### config.mk
export PLATFORM = sky130hd
export DESIGN_NAME = uart_tx_fifo_flat
export DESIGN_NICKNAME = d
export VERILOG_FILES = /design/src/rtl/uart_tx_fifo_if.sv /design/src/rtl/uart_tx_fifo.sv /design/src/flat_wrapper.sv
export SDC_FILE = /design/constraint.sdc
export NUM_CORES = 1
export LEC_CHECK = 0
export ABC_AREA = 1
export CAP_MARGIN = 20
export CORE_ASPECT_RATIO = 2
export CORE_MARGIN = 2
export CORE_UTILIZATION = 60
export DETAILED_ROUTE_END_ITERATION = 8
export PLACE_DENSITY_LB_ADDON = 0.3
export RECOVER_POWER = 100
export SLEW_MARGIN = 10
export SYNTH_ARGS = -nofsm -noshare
export SYNTH_HDL_FRONTEND = slang
export SYNTH_SLANG_ARGS = --single-unit
### constraint.sdc
create_clock -name clock -period 5.5 [get_ports clock]
set_clock_uncertainty 0.2 [all_clocks]
set_input_delay 1.1 -clock clock [delete_from_list [all_inputs] [get_ports clock]]
set_output_delay 1.1 -clock clock [all_outputs]
set_load 0.01 [all_outputs]
### src/rtl/uart_tx_fifo_if.sv
// rtl/uart_tx_fifo_if.sv - producer-side write port of the buffered UART transmitter
interface uart_tx_fifo_if #(
  parameter int DATA_BITS  = 8,
  parameter int FIFO_DEPTH = 16
);
  localparam int CW = $clog2(FIFO_DEPTH) + 1;

  logic [DATA_BITS-1:0] data;
  logic                 start;
  logic                 full;
  logic                 empty;
  logic [CW-1:0]        count;
  logic                 overflow;

  modport master (output data, start, input full, empty, count, overflow);
  modport slave  (input data, start, output full, empty, count, overflow);
endinterface

### src/rtl/uart_tx_fifo.sv
// rtl/uart_tx_fifo.sv - FIFO-buffered UART transmitter with configurable framing
// Queued words stream back-to-back; the FIFO count excludes the word in the shifter.
module uart_tx_fifo #(
  parameter int CLKS_PER_BIT = 434,
  parameter int DATA_BITS    = 8,
  parameter int PARITY       = 0,
  parameter int STOP_BITS    = 1,
  parameter int FIFO_DEPTH   = 16
) (
  input  logic           clock,
  input  logic           reset,
  uart_tx_fifo_if.slave  wr,
  output logic           tx,
  output logic           busy
);
  localparam int AW = $clog2(FIFO_DEPTH);
  localparam int CW = AW + 1;
  localparam int TW = $clog2(STOP_BITS * CLKS_PER_BIT + 1);

  typedef enum logic [2:0] {S_IDLE, S_START, S_DATA, S_PARITY, S_STOP} state_t;

  state_t               state_q, state_d;
  logic [TW-1:0]        timer_q, timer_d;
  logic [3:0]           bit_q, bit_d;
  logic [DATA_BITS-1:0] shift_q, shift_d;
  logic                 par_q, par_d;
  logic                 tx_q, tx_d;
  logic                 busy_q, busy_d;
  logic [AW-1:0]        wr_ptr_q, wr_ptr_d, rd_ptr_q, rd_ptr_d;
  logic [CW-1:0]        count_q, count_d;
  logic                 full_q, full_d, empty_q, empty_d, ovf_q, ovf_d;
  logic [DATA_BITS-1:0] mem_q [FIFO_DEPTH];
  logic                 push, pop, bit_end;

  always_comb begin
    push     = wr.start & ~full_q;
    pop      = 1'b0;
    bit_end  = (timer_q == TW'(CLKS_PER_BIT - 1));
    state_d  = state_q;
    timer_d  = timer_q + 1'b1;
    bit_d    = bit_q;
    shift_d  = shift_q;
    par_d    = par_q;
    wr_ptr_d = wr_ptr_q;
    rd_ptr_d = rd_ptr_q;
    count_d  = count_q;

    unique case (state_q)
      S_IDLE: begin
        timer_d = '0;
        if (!empty_q) begin
          pop     = 1'b1;
          state_d = S_START;
        end
      end
      S_START: begin
        if (bit_end) begin
          timer_d = '0;
          bit_d   = '0;
          state_d = S_DATA;
        end
      end
      S_DATA: begin
        if (bit_end) begin
          timer_d = '0;
          if (bit_q == 4'(DATA_BITS - 1)) begin
            state_d = (PARITY != 0) ? S_PARITY : S_STOP;
          end else begin
            bit_d   = bit_q + 4'd1;
            shift_d = shift_q >> 1;
          end
        end
      end
      S_PARITY: begin
        if (bit_end) begin
          timer_d = '0;
          state_d = S_STOP;
        end
      end
      S_STOP: begin
        // All stop bits share one timer span so the last cycle is a single compare.
        if (timer_q == TW'(STOP_BITS * CLKS_PER_BIT - 1)) begin
          timer_d = '0;
          if (!empty_q) begin
            pop     = 1'b1;
            state_d = S_START;
          end else begin
            state_d = S_IDLE;
          end
        end
      end
      default: state_d = S_IDLE;
    endcase

    if (pop) begin
      shift_d  = mem_q[rd_ptr_q];
      par_d    = (^mem_q[rd_ptr_q]) ^ (PARITY == 1);
      rd_ptr_d = rd_ptr_q + 1'b1;
    end
    if (push) wr_ptr_d = wr_ptr_q + 1'b1;

    unique case ({push, pop})
      2'b10:   count_d = count_q + 1'b1;
      2'b01:   count_d = count_q - 1'b1;
      default: count_d = count_q;
    endcase

    full_d  = (count_d == CW'(FIFO_DEPTH));
    empty_d = (count_d == '0);
    ovf_d   = wr.start & full_q;

    unique case (state_d)
      S_START:  tx_d = 1'b0;
      S_DATA:   tx_d = shift_d[0];
      S_PARITY: tx_d = par_d;
      default:  tx_d = 1'b1;
    endcase
    busy_d = (state_d != S_IDLE) | ~empty_q;
  end

  always_ff @(posedge clock) begin
    if (reset) begin
      state_q  <= S_IDLE;
      timer_q  <= '0;
      bit_q    <= '0;
      shift_q  <= '0;
      par_q    <= 1'b0;
      tx_q     <= 1'b1;
      busy_q   <= 1'b0;
      wr_ptr_q <= '0;
      rd_ptr_q <= '0;
      count_q  <= '0;
      full_q   <= 1'b0;
      empty_q  <= 1'b1;
      ovf_q    <= 1'b0;
    end else begin
      state_q  <= state_d;
      timer_q  <= timer_d;
      bit_q    <= bit_d;
      shift_q  <= shift_d;
      par_q    <= par_d;
      tx_q     <= tx_d;
      busy_q   <= busy_d;
      wr_ptr_q <= wr_ptr_d;
      rd_ptr_q <= rd_ptr_d;
      count_q  <= count_d;
      full_q   <= full_d;
      empty_q  <= empty_d;
      ovf_q    <= ovf_d;
    end
  end

  always_ff @(posedge clock) begin
    if (push) mem_q[wr_ptr_q] <= wr.data;
  end

  assign tx          = tx_q;
  assign busy        = busy_q;
  assign wr.full     = full_q;
  assign wr.empty    = empty_q;
  assign wr.count    = count_q;
  assign wr.overflow = ovf_q;
endmodule

### src/flat_wrapper.sv
// flat-port wrapper written by rule: the top's interface ports become plain ports
module uart_tx_fifo_flat 
#(
  parameter int CLKS_PER_BIT = 434,
  parameter int DATA_BITS    = 8,
  parameter int PARITY       = 0,
  parameter int STOP_BITS    = 1,
  parameter int FIFO_DEPTH   = 16
)
  (clock, reset, tx, busy, wr_data, wr_start, wr_full, wr_empty, wr_count, wr_overflow);
  uart_tx_fifo_if #(.DATA_BITS(DATA_BITS), .FIFO_DEPTH(FIFO_DEPTH)) wr_i ();
  input  logic clock;
  input  logic reset;
  output logic tx;
  output logic busy;
  input wire logic [$bits(wr_i.data)-1:0] wr_data;
  input wire logic [$bits(wr_i.start)-1:0] wr_start;
  output wire logic [$bits(wr_i.full)-1:0] wr_full;
  output wire logic [$bits(wr_i.empty)-1:0] wr_empty;
  output wire logic [$bits(wr_i.count)-1:0] wr_count;
  output wire logic [$bits(wr_i.overflow)-1:0] wr_overflow;
  assign wr_i.data = wr_data;
  assign wr_i.start = wr_start;
  assign wr_full = wr_i.full;
  assign wr_empty = wr_i.empty;
  assign wr_count = wr_i.count;
  assign wr_overflow = wr_i.overflow;
  uart_tx_fifo #(.CLKS_PER_BIT(CLKS_PER_BIT), .DATA_BITS(DATA_BITS), .PARITY(PARITY), .STOP_BITS(STOP_BITS), .FIFO_DEPTH(FIFO_DEPTH)) u_core (.clock(clock), .reset(reset), .wr(wr_i), .tx(tx), .busy(busy));
endmodule
==> impl_metrics.prom, run 1 <==
# TYPE chip_impl_metric gauge
chip_impl_metric{name="vias_per_cell",unit=""} 5.51
chip_impl_metric{name="synth_top_cell_area_share",unit=""} 0.489
chip_impl_metric{name="ys_types",unit=""} 40
chip_impl_metric{name="antenna_found_initial",unit=""} 0
chip_impl_metric{name="setup_violations",unit=""} 0
chip_impl_metric{name="timing.setup.tns",unit="ps"} 0
chip_impl_metric{name="critPathMaxStageDelay",unit="ps"} 990
chip_impl_metric{name="num_rows",unit=""} 59
chip_impl_metric{name="mappedNetlistNets",unit=""} 876
chip_impl_metric{name="design.die.area",unit="mm²"} 0.0141
chip_impl_info{name="failing_checks",value="capacitance limit, slew limit"} 1
chip_impl_metric{name="timing.final.hold_violations",unit=""} 0
chip_impl_metric{name="grt-ovfl-total",unit=""} 0
chip_impl_metric{name="drt_first_pass_iters",unit=""} 5
chip_impl_info{name="synth_most_common_cell",value="sky130_fd_sc_hd__nand2_1"} 1
chip_impl_metric{name="m1WireLength",unit="µm"} 6350
chip_impl_metric{name="drt_first_iter_violations",unit=""} 580
chip_impl_info{name="setup.worst_path.class",value="flop to flop"} 1
chip_impl_metric{name="multi_input_area",unit="mm²"} 0.00245
chip_impl_metric{name="first_global_vias",unit=""} 5653
chip_impl_metric{name="wl_met3",unit="µm"} 637
chip_impl_metric{name="vias",unit=""} 5693
chip_impl_metric{name="postCtsHoldBufs",unit=""} 0
chip_impl_metric{name="max-slew-margin-rel",unit=""} -0.228
chip_impl_metric{name="drc",unit=""} 0
chip_impl_metric{name="sequential_fraction_of_the_synthesis_area",unit=""} 0.609
chip_impl_metric{name="tritoncts_num_sinks",unit=""} 175
chip_impl_metric{name="h-tree-depth",unit=""} 4
chip_impl_metric{name="post_cts_resized",unit=""} 0
chip_impl_metric{name="pin_count",unit=""} 21
chip_impl_metric{name="dieHeight",unit="µm"} 166
chip_impl_metric{name="maxSlewViolCount",unit=""} 63
chip_impl_metric{name="antenna_violating_nets_post_route",unit=""} 0
chip_impl_info{name="tritoncts",value="yes"} 1
chip_impl_info{name="synth_area_leader_cell",value="sky130_fd_sc_hd__edfxtp_1"} 1
chip_impl_metric{name="syn_to_final_growth",unit="%"} 10.2
chip_impl_metric{name="gp_congestion",unit=""} 0.877
chip_impl_metric{name="initial_core_util",unit=""} 0.608
chip_impl_info{name="grt_setup_unrepaired",value="false"} 1
chip_impl_metric{name="design.final.nets",unit=""} 890
chip_impl_metric{name="total_setup_buffers_inserted_after_cts",unit=""} 0
chip_impl_metric{name="hold-worst-slack",unit="ps"} 282
chip_impl_info{name="critPathCaptureType",value="flop"} 1
chip_impl_info{name="postSynth.topFlopCell",value="sky130_fd_sc_hd__edfxtp_1"} 1
chip_impl_metric{name="grt_max_degree",unit=""} 68
chip_impl_metric{name="cellLeakagePower",unit="nW"} 3.65
chip_impl_metric{name="wl",unit="µm"} 17400
chip_impl_metric{name="die_w",unit="µm"} 84.9
chip_impl_metric{name="grt_first_pass_wirelength",unit="µm"} 27500
chip_impl_metric{name="cts-root-to-sink-buffers",unit=""} 2
chip_impl_info{name="cpMaxStageDelayCell",value="sky130_fd_sc_hd__inv_1"} 1
chip_impl_metric{name="sequential_area",unit="mm²"} 0.00479
chip_impl_metric{name="port_buffers",unit=""} 20
chip_impl_metric{name="fin_total_pwr",unit="mW"} 3.90
chip_impl_metric{name="ys_ff_latch",unit=""} 175
chip_impl_metric{name="synth_async_sr_flop_share",unit=""} 0
chip_impl_info{name="synth_common_cells",value="sky130_fd_sc_hd__nand2_1 (268), sky130_fd_sc_hd__edfxtp_1 (128), sky130_fd_sc_hd__inv_1 (115)"} 1
chip_impl_metric{name="crit_required",unit="ps"} 5610
chip_impl_metric{name="vdd_drop_max",unit="µV"} 356
chip_impl_metric{name="max_freq",unit="MHz"} 246
chip_impl_info{name="worst_path_most_repeated_cell",value="sky130_fd_sc_hd__nand2_1"} 1
chip_impl_info{name="worst_min_delay_path_class",value="flop to flop"} 1
chip_impl_info{name="critical_path.startpoint_type",value="flop"} 1
chip_impl_metric{name="cap_violations",unit=""} 1
chip_impl_metric{name="power_density",unit="mW/mm²"} 451
chip_impl_metric{name="ratio_of_cells_with_drive_above_1_in_the_final_layout",unit=""} 0.0567
chip_impl_metric{name="filler_cell_count",unit=""} 1026
chip_impl_metric{name="tightestPinTransition",unit="ps"} 1840
chip_impl_metric{name="routed_wire_length_per_instance",unit="µm"} 16.8
chip_impl_metric{name="dpl.hpwl",unit="µm"} 11700
chip_impl_metric{name="cp_data_arrival_time",unit="ps"} 4190
chip_impl_info{name="status",value="finished with violations"} 1
chip_impl_metric{name="yosysWarnings",unit=""} 0
chip_impl_metric{name="cp_max_fo",unit=""} 67
chip_impl_metric{name="rrSetupSlack",unit="ps"} 1430
chip_impl_info{name="timing.critical_path.cells",value="buf_4 > inv_1 > or2_2 > nand2_1 > nand3_1 > nand3_1 > nand2_1 > nand2_1 > inv_1 > nor2_1 > nand2_1 > nand2_1 > nand2_1 > nand2_1 > nand2_1 > nand3_1 > nand3_1"} 1
chip_impl_metric{name="synth_edf_count",unit=""} 128
chip_impl_info{name="maxUsedRoutingLayer",value="met4"} 1
chip_impl_metric{name="clock_latency",unit="ps"} 430
chip_impl_metric{name="post-route-min-period",unit="ps"} 4070
chip_impl_metric{name="utilization",unit=""} 0.670
chip_impl_metric{name="synth.avg_cell_area",unit="µm²"} 9.19
chip_impl_metric{name="antenna_cells_inserted",unit=""} 0
chip_impl_info{name="root_buffer",value="sky130_fd_sc_hd__clkbuf_16"} 1
chip_impl_metric{name="clkSlewWorstSetupHoldPaths",unit="ps"} 70
chip_impl_metric{name="number_of_buffers_created_by_cts",unit=""} 17
chip_impl_metric{name="core_area",unit="mm²"} 0.0129
chip_impl_metric{name="globalRouteTotalUtil",unit=""} 0.256
chip_impl_metric{name="syn-cell-area",unit="mm²"} 0.00786
chip_impl_metric{name="dr_wl_met2",unit="µm"} 9540
chip_impl_info{name="post_synth_main_area_contributors",value="sky130_fd_sc_hd__edfxtp_1 (49%), sky130_fd_sc_hd__nand2_1 (13%), sky130_fd_sc_hd__dfxtp_1 (12%)"} 1
chip_impl_metric{name="fin_crit_sh",unit=""} 0.740
chip_impl_metric{name="synthesis.instances",unit=""} 855
## registers in the layout, summed over array words and instances (netlist names), 3 cells and up, named ones only
register         count
u_core.bit_q         4
u_core.shift_q       8
u_core.rd_ptr_q      4
u_core.mem_q       128
u_core.wr_ptr_q      4
u_core.timer_q       9
u_core.state_q       3
u_core.wr.count      5
## worst max-delay path: cells and delay by family, from the launching register on
kind / cells / cell delay (ps)
buffers and inverters: 3 / 1570
and+or+nand+nor: 14 / 1850
DFF: 1 / 310
## layout by cell type (no fill, tap or decap), drive strengths merged
cell         Yosys  routed
nand4            4       4
edfxtp         128     128
o21ai           17      17
nor3             3       3
clkinv           1       5
o22ai            5       5
a31oi            1       1
a211oi           1       1
a221oi           1       1
clkbuf           6      18
o31ai            1       1
xor2             8       8
dlygate4sd3      0      20
dfxtp           47      47
or2              6       6
inv            118     122
nand3           91      91
nand2          276     276
ha              10      10
a21oi           19      19
clkinvlp         0       5
xnor2            2       2
a2111oi          1       1
o221ai           1       1
nor2            83      83
buf             21       2
bufinv           0       1
o211ai           3       3
nor4b            1       1
## cell families after synthesis
family / Yosys count / synth area share
buffers and inverters: 146 / 0.0768
AOI/OAI and AO/OA: 50 / 0.0363
adders and majority gates: 10 / 0.0159
xor gates and xnor gates: 10 / 0.0145
DFF: 175 / 0.609
and+or+nand+nor: 464 / 0.247
## through the flow
step           cell area (µm²)  cells  worst slack (ps)
6_report                  8650   1034              1430
5_1_grt                   8650   1034              1090
4_1_cts                   8670   1034              2010
3_5_place_dp              8110   1002              1860
3_3_place_gp              8110   1002              1900
2_1_floorplan             7860    855              2630
## path summary, 6_finish.rpt
path / cells after the start / from / to
worst min-delay path: 1 / u_core.timer_q[0]$_SDFF_PP0_ / u_core.timer_q[0]$_SDFF_PP0_
worst max register to register: 17 / flop / u_core.tx$_SDFF_PP1_
worst min register to register: 1 / u_core.timer_q[0]$_SDFF_PP0_ / u_core.timer_q[0]$_SDFF_PP0_
worst max-delay path: 17 / flop / u_core.tx$_SDFF_PP1_
## area by class of cell
cell class                 instances  area share
clock inverter                    14      0.0155
sequential                       175       0.553
inverter                         119      0.0516
timing repair buffer              22      0.0249
tap                              152      0.0220
multi-input combinational        534       0.283
clock buffer                      18      0.0496
## per-layer routing
| metal | vias up | GRT usage |
|---|---|---|
| met4 | 0 | 0.148 |
| met1 | 2695 | 0.270 |
| li1 | 2781 | - |
| met3 | 55 | 0.0497 |
| met2 | 162 | 0.461 |
| met5 | - | 0 |
## power by group
group          total, mW  switching [mW]  internal [mW]
clock network       1.15           0.520          0.630
registers           1.56          0.0545           1.50
logic               1.20           0.816          0.382
(Power assumes the default switching activity.)
==> run 2, diff against run 1 <==
==> constraint.sdc (replaced) <==
create_clock -name clock -period 3.95 [get_ports clock]
set_clock_uncertainty 0.2 [all_clocks]
set_input_delay 0.79 -clock clock [delete_from_list [all_inputs] [get_ports clock]]
set_output_delay 0.79 -clock clock [all_outputs]
set_load 0.01 [all_outputs]
==> run 2 against run 1 <==
The flow now finishes without violations. Critical path depth is 9 lower. First-iteration DRC count is 13% lower. Core utilization is 0.15 points higher. Final cell count is 0.19% higher. Clock power is 42% higher. Setup slack worse by 690 ps. Total power is 41% higher. Global-route usage is 1.9 points higher. Critical endpoint is now u_core.mem_q[3][3]$_DFFE_PP_. Highest routed layer unchanged.
==> impl_metrics.prom, run 2 (synthesis results as in run 1) <==
# TYPE chip_impl_metric gauge
chip_impl_metric{name="cellLeakagePower",unit="nW"} 3.66
chip_impl_metric{name="post-route-min-period",unit="ps"} 3220
chip_impl_metric{name="pre_cts_ws",unit="ps"} 624
chip_impl_info{name="final_common_cell",value="sky130_fd_sc_hd__nand2_1"} 1
chip_impl_metric{name="core_area",unit="mm²"} 0.0129
chip_impl_metric{name="num_rows",unit=""} 59
chip_impl_metric{name="grt.met3_usage",unit=""} 0.0552
chip_impl_metric{name="fin_total_pwr",unit="mW"} 5.51
chip_impl_info{name="timing.critical_path.cells",value="dlygate4sd3_1 > inv_1 > nor2_1 > inv_1 > nor2_1 > nand2_1 > nor2_1 > clkbuf_1"} 1
chip_impl_metric{name="dieHeight",unit="µm"} 166
chip_impl_metric{name="total_setup_buffers_inserted_after_cts",unit=""} 0
chip_impl_metric{name="routed_wire_length_per_instance",unit="µm"} 17.9
chip_impl_metric{name="maxSlewViolCount",unit=""} 0
chip_impl_metric{name="fin_crit_sh",unit=""} 0.814
chip_impl_info{name="status",value="complete, no violations"} 1
chip_impl_metric{name="numPlacedInstances",unit=""} 1004
chip_impl_metric{name="crit_required",unit="ps"} 3810
chip_impl_metric{name="max_ffs_per_register",unit=""} 128
chip_impl_metric{name="antenna_cells_inserted",unit=""} 0
chip_impl_metric{name="initial_core_util",unit=""} 0.608
chip_impl_metric{name="timing.setup.tns",unit="ps"} 0
chip_impl_metric{name="critPathMaxStageDelay",unit="ps"} 540
chip_impl_metric{name="utilization",unit=""} 0.671
chip_impl_metric{name="globalRouteTotalUtil",unit=""} 0.274
chip_impl_info{name="setup.worst_path.class",value="input pin to flop"} 1
chip_impl_metric{name="design.final.nets",unit=""} 892
chip_impl_metric{name="syn_to_final_growth",unit="%"} 10.4
chip_impl_metric{name="port_buffers",unit=""} 20
chip_impl_info{name="mostFrequentLayoutCells",value="sky130_fd_sc_hd__nand2_1 (272), sky130_fd_sc_hd__edfxtp_1 (128), sky130_fd_sc_hd__inv_1 (115)"} 1
chip_impl_info{name="grt_setup_unrepaired",value="false"} 1
chip_impl_metric{name="wl",unit="µm"} 18600
chip_impl_metric{name="vias_per_cell",unit=""} 5.55
chip_impl_metric{name="number_of_buffers_created_by_cts",unit=""} 17
chip_impl_metric{name="cts-root-to-sink-buffers",unit=""} 2
chip_impl_metric{name="postCtsHoldBufs",unit=""} 0
chip_impl_metric{name="use_met1",unit=""} 0.272
chip_impl_metric{name="grt_max_degree",unit=""} 67
chip_impl_metric{name="grt-ovfl-total",unit=""} 0
chip_impl_metric{name="tritoncts_num_sinks",unit=""} 175
chip_impl_metric{name="drc",unit=""} 0
chip_impl_metric{name="antenna_violating_nets_post_route",unit=""} 0
chip_impl_metric{name="grt_first_pass_wirelength",unit="µm"} 28700
chip_impl_info{name="cpMaxStageDelayCell",value="sky130_fd_sc_hd__dlygate4sd3_1"} 1
chip_impl_metric{name="cp_data_arrival_time",unit="ps"} 3080
chip_impl_metric{name="final_cell_area_excluding_filler_cells",unit="mm²"} 0.00867
chip_impl_info{name="grt_busiest_layer",value="met2"} 1
chip_impl_metric{name="gp_congestion",unit=""} 0.972
chip_impl_metric{name="drt_first_pass_iters",unit=""} 5
chip_impl_metric{name="cap_violations",unit=""} 0
chip_impl_metric{name="tightestPinTransition",unit="ps"} 1030
chip_impl_metric{name="setup_violations",unit=""} 0
chip_impl_metric{name="gr-usage-met2",unit=""} 0.511
chip_impl_metric{name="antenna_found_initial",unit=""} 0
chip_impl_metric{name="die_w",unit="µm"} 84.9
chip_impl_metric{name="dpl.hpwl",unit="µm"} 13000
chip_impl_info{name="worst_path_most_repeated_cell",value="sky130_fd_sc_hd__nor2_1"} 1
chip_impl_metric{name="finalNonFillerCells",unit=""} 1036
chip_impl_metric{name="layout_setup_ws",unit="ps"} 734
chip_impl_metric{name="h-tree-depth",unit=""} 4
chip_impl_metric{name="max_freq",unit="MHz"} 311
chip_impl_metric{name="ratio_of_cells_with_drive_above_1_in_the_final_layout",unit=""} 0.0543
chip_impl_metric{name="power_density",unit="mW/mm²"} 635
chip_impl_metric{name="design.die.area",unit="mm²"} 0.0141
chip_impl_metric{name="first_global_vias",unit=""} 5655
chip_impl_info{name="worst_min_delay_path_class",value="flop to flop"} 1
chip_impl_metric{name="filler_cell_count",unit=""} 1045
chip_impl_info{name="critPathCaptureType",value="flop"} 1
chip_impl_metric{name="clkSlewWorstSetupHoldPaths",unit="ps"} 60
chip_impl_metric{name="max-slew-margin-rel",unit=""} 0.311
chip_impl_metric{name="drt_first_iter_violations",unit=""} 507
chip_impl_metric{name="clock_latency",unit="ps"} 430
chip_impl_metric{name="vdd_drop_max",unit="µV"} 489
chip_impl_metric{name="pin_count",unit=""} 21
chip_impl_metric{name="timing.final.hold_violations",unit=""} 0
chip_impl_info{name="crit_family",value="buffers and inverters"} 1
chip_impl_metric{name="post_cts_resized",unit=""} 0
chip_impl_metric{name="vias",unit=""} 5745
chip_impl_metric{name="dpl-instance-area",unit="mm²"} 0.00812
chip_impl_info{name="largestRegisters",value="u_core.mem_q (128), u_core.timer_q (9), u_core.shift_q (8)"} 1
chip_impl_metric{name="worstPathBufferInverterCount",unit=""} 4
chip_impl_metric{name="hold-worst-slack",unit="ps"} 272
chip_impl_metric{name="cp_max_fo",unit=""} 8
chip_impl_info{name="critical_path.startpoint_type",value="input pin"} 1
chip_impl_info{name="tritoncts",value="yes"} 1
chip_impl_info{name="largest_register",value="u_core.mem_q"} 1
chip_impl_info{name="root_buffer",value="sky130_fd_sc_hd__clkbuf_16"} 1
[run 2: cell type report]
class / instances / area (µm²) / area share
Clock buffer: 20 / 447 / 0.0515
Clock inverter: 12 / 136 / 0.0157
Inverter: 119 / 447 / 0.0515
Multi-Input combinational cell: 534 / 2440 / 0.282
Sequential cell: 175 / 4780 / 0.552
Tap cell: 152 / 190 / 0.0219
Timing Repair Buffer: 24 / 223 / 0.0257
[run 2: where the power goes]
part	leakage, nW	total (mW)	internal [mW]	switching [mW]
logic	1.85	1.70	0.524	1.17
registers	1.54	2.17	2.09	0.0817
clock network	0.279	1.63	0.953	0.682
total	3.66	5.51	3.57	1.94
[run 2: final timing paths]
check,cells after the start,endpoint,slack (ps),start
min,1,u_core.timer_q[0]$_SDFF_PP0_,270,u_core.timer_q[0]$_SDFF_PP0_
max reg2reg,17,u_core.wr.full$_SDFF_PP0_,830,u_core.timer_q[1]$_SDFF_PP0_
min reg2reg,1,u_core.timer_q[0]$_SDFF_PP0_,270,u_core.timer_q[0]$_SDFF_PP0_
max,8,u_core.mem_q[3][3]$_DFFE_PP_,730,wr_start
[run 2: metal layers]
metal / vias to the layer above / share of wire
met2: 213 / 0.56
met4: 0 / 0.055
met1: 2691 / 0.34
met5: - / 0
li1: 2776 / -
met3: 65 / 0.046
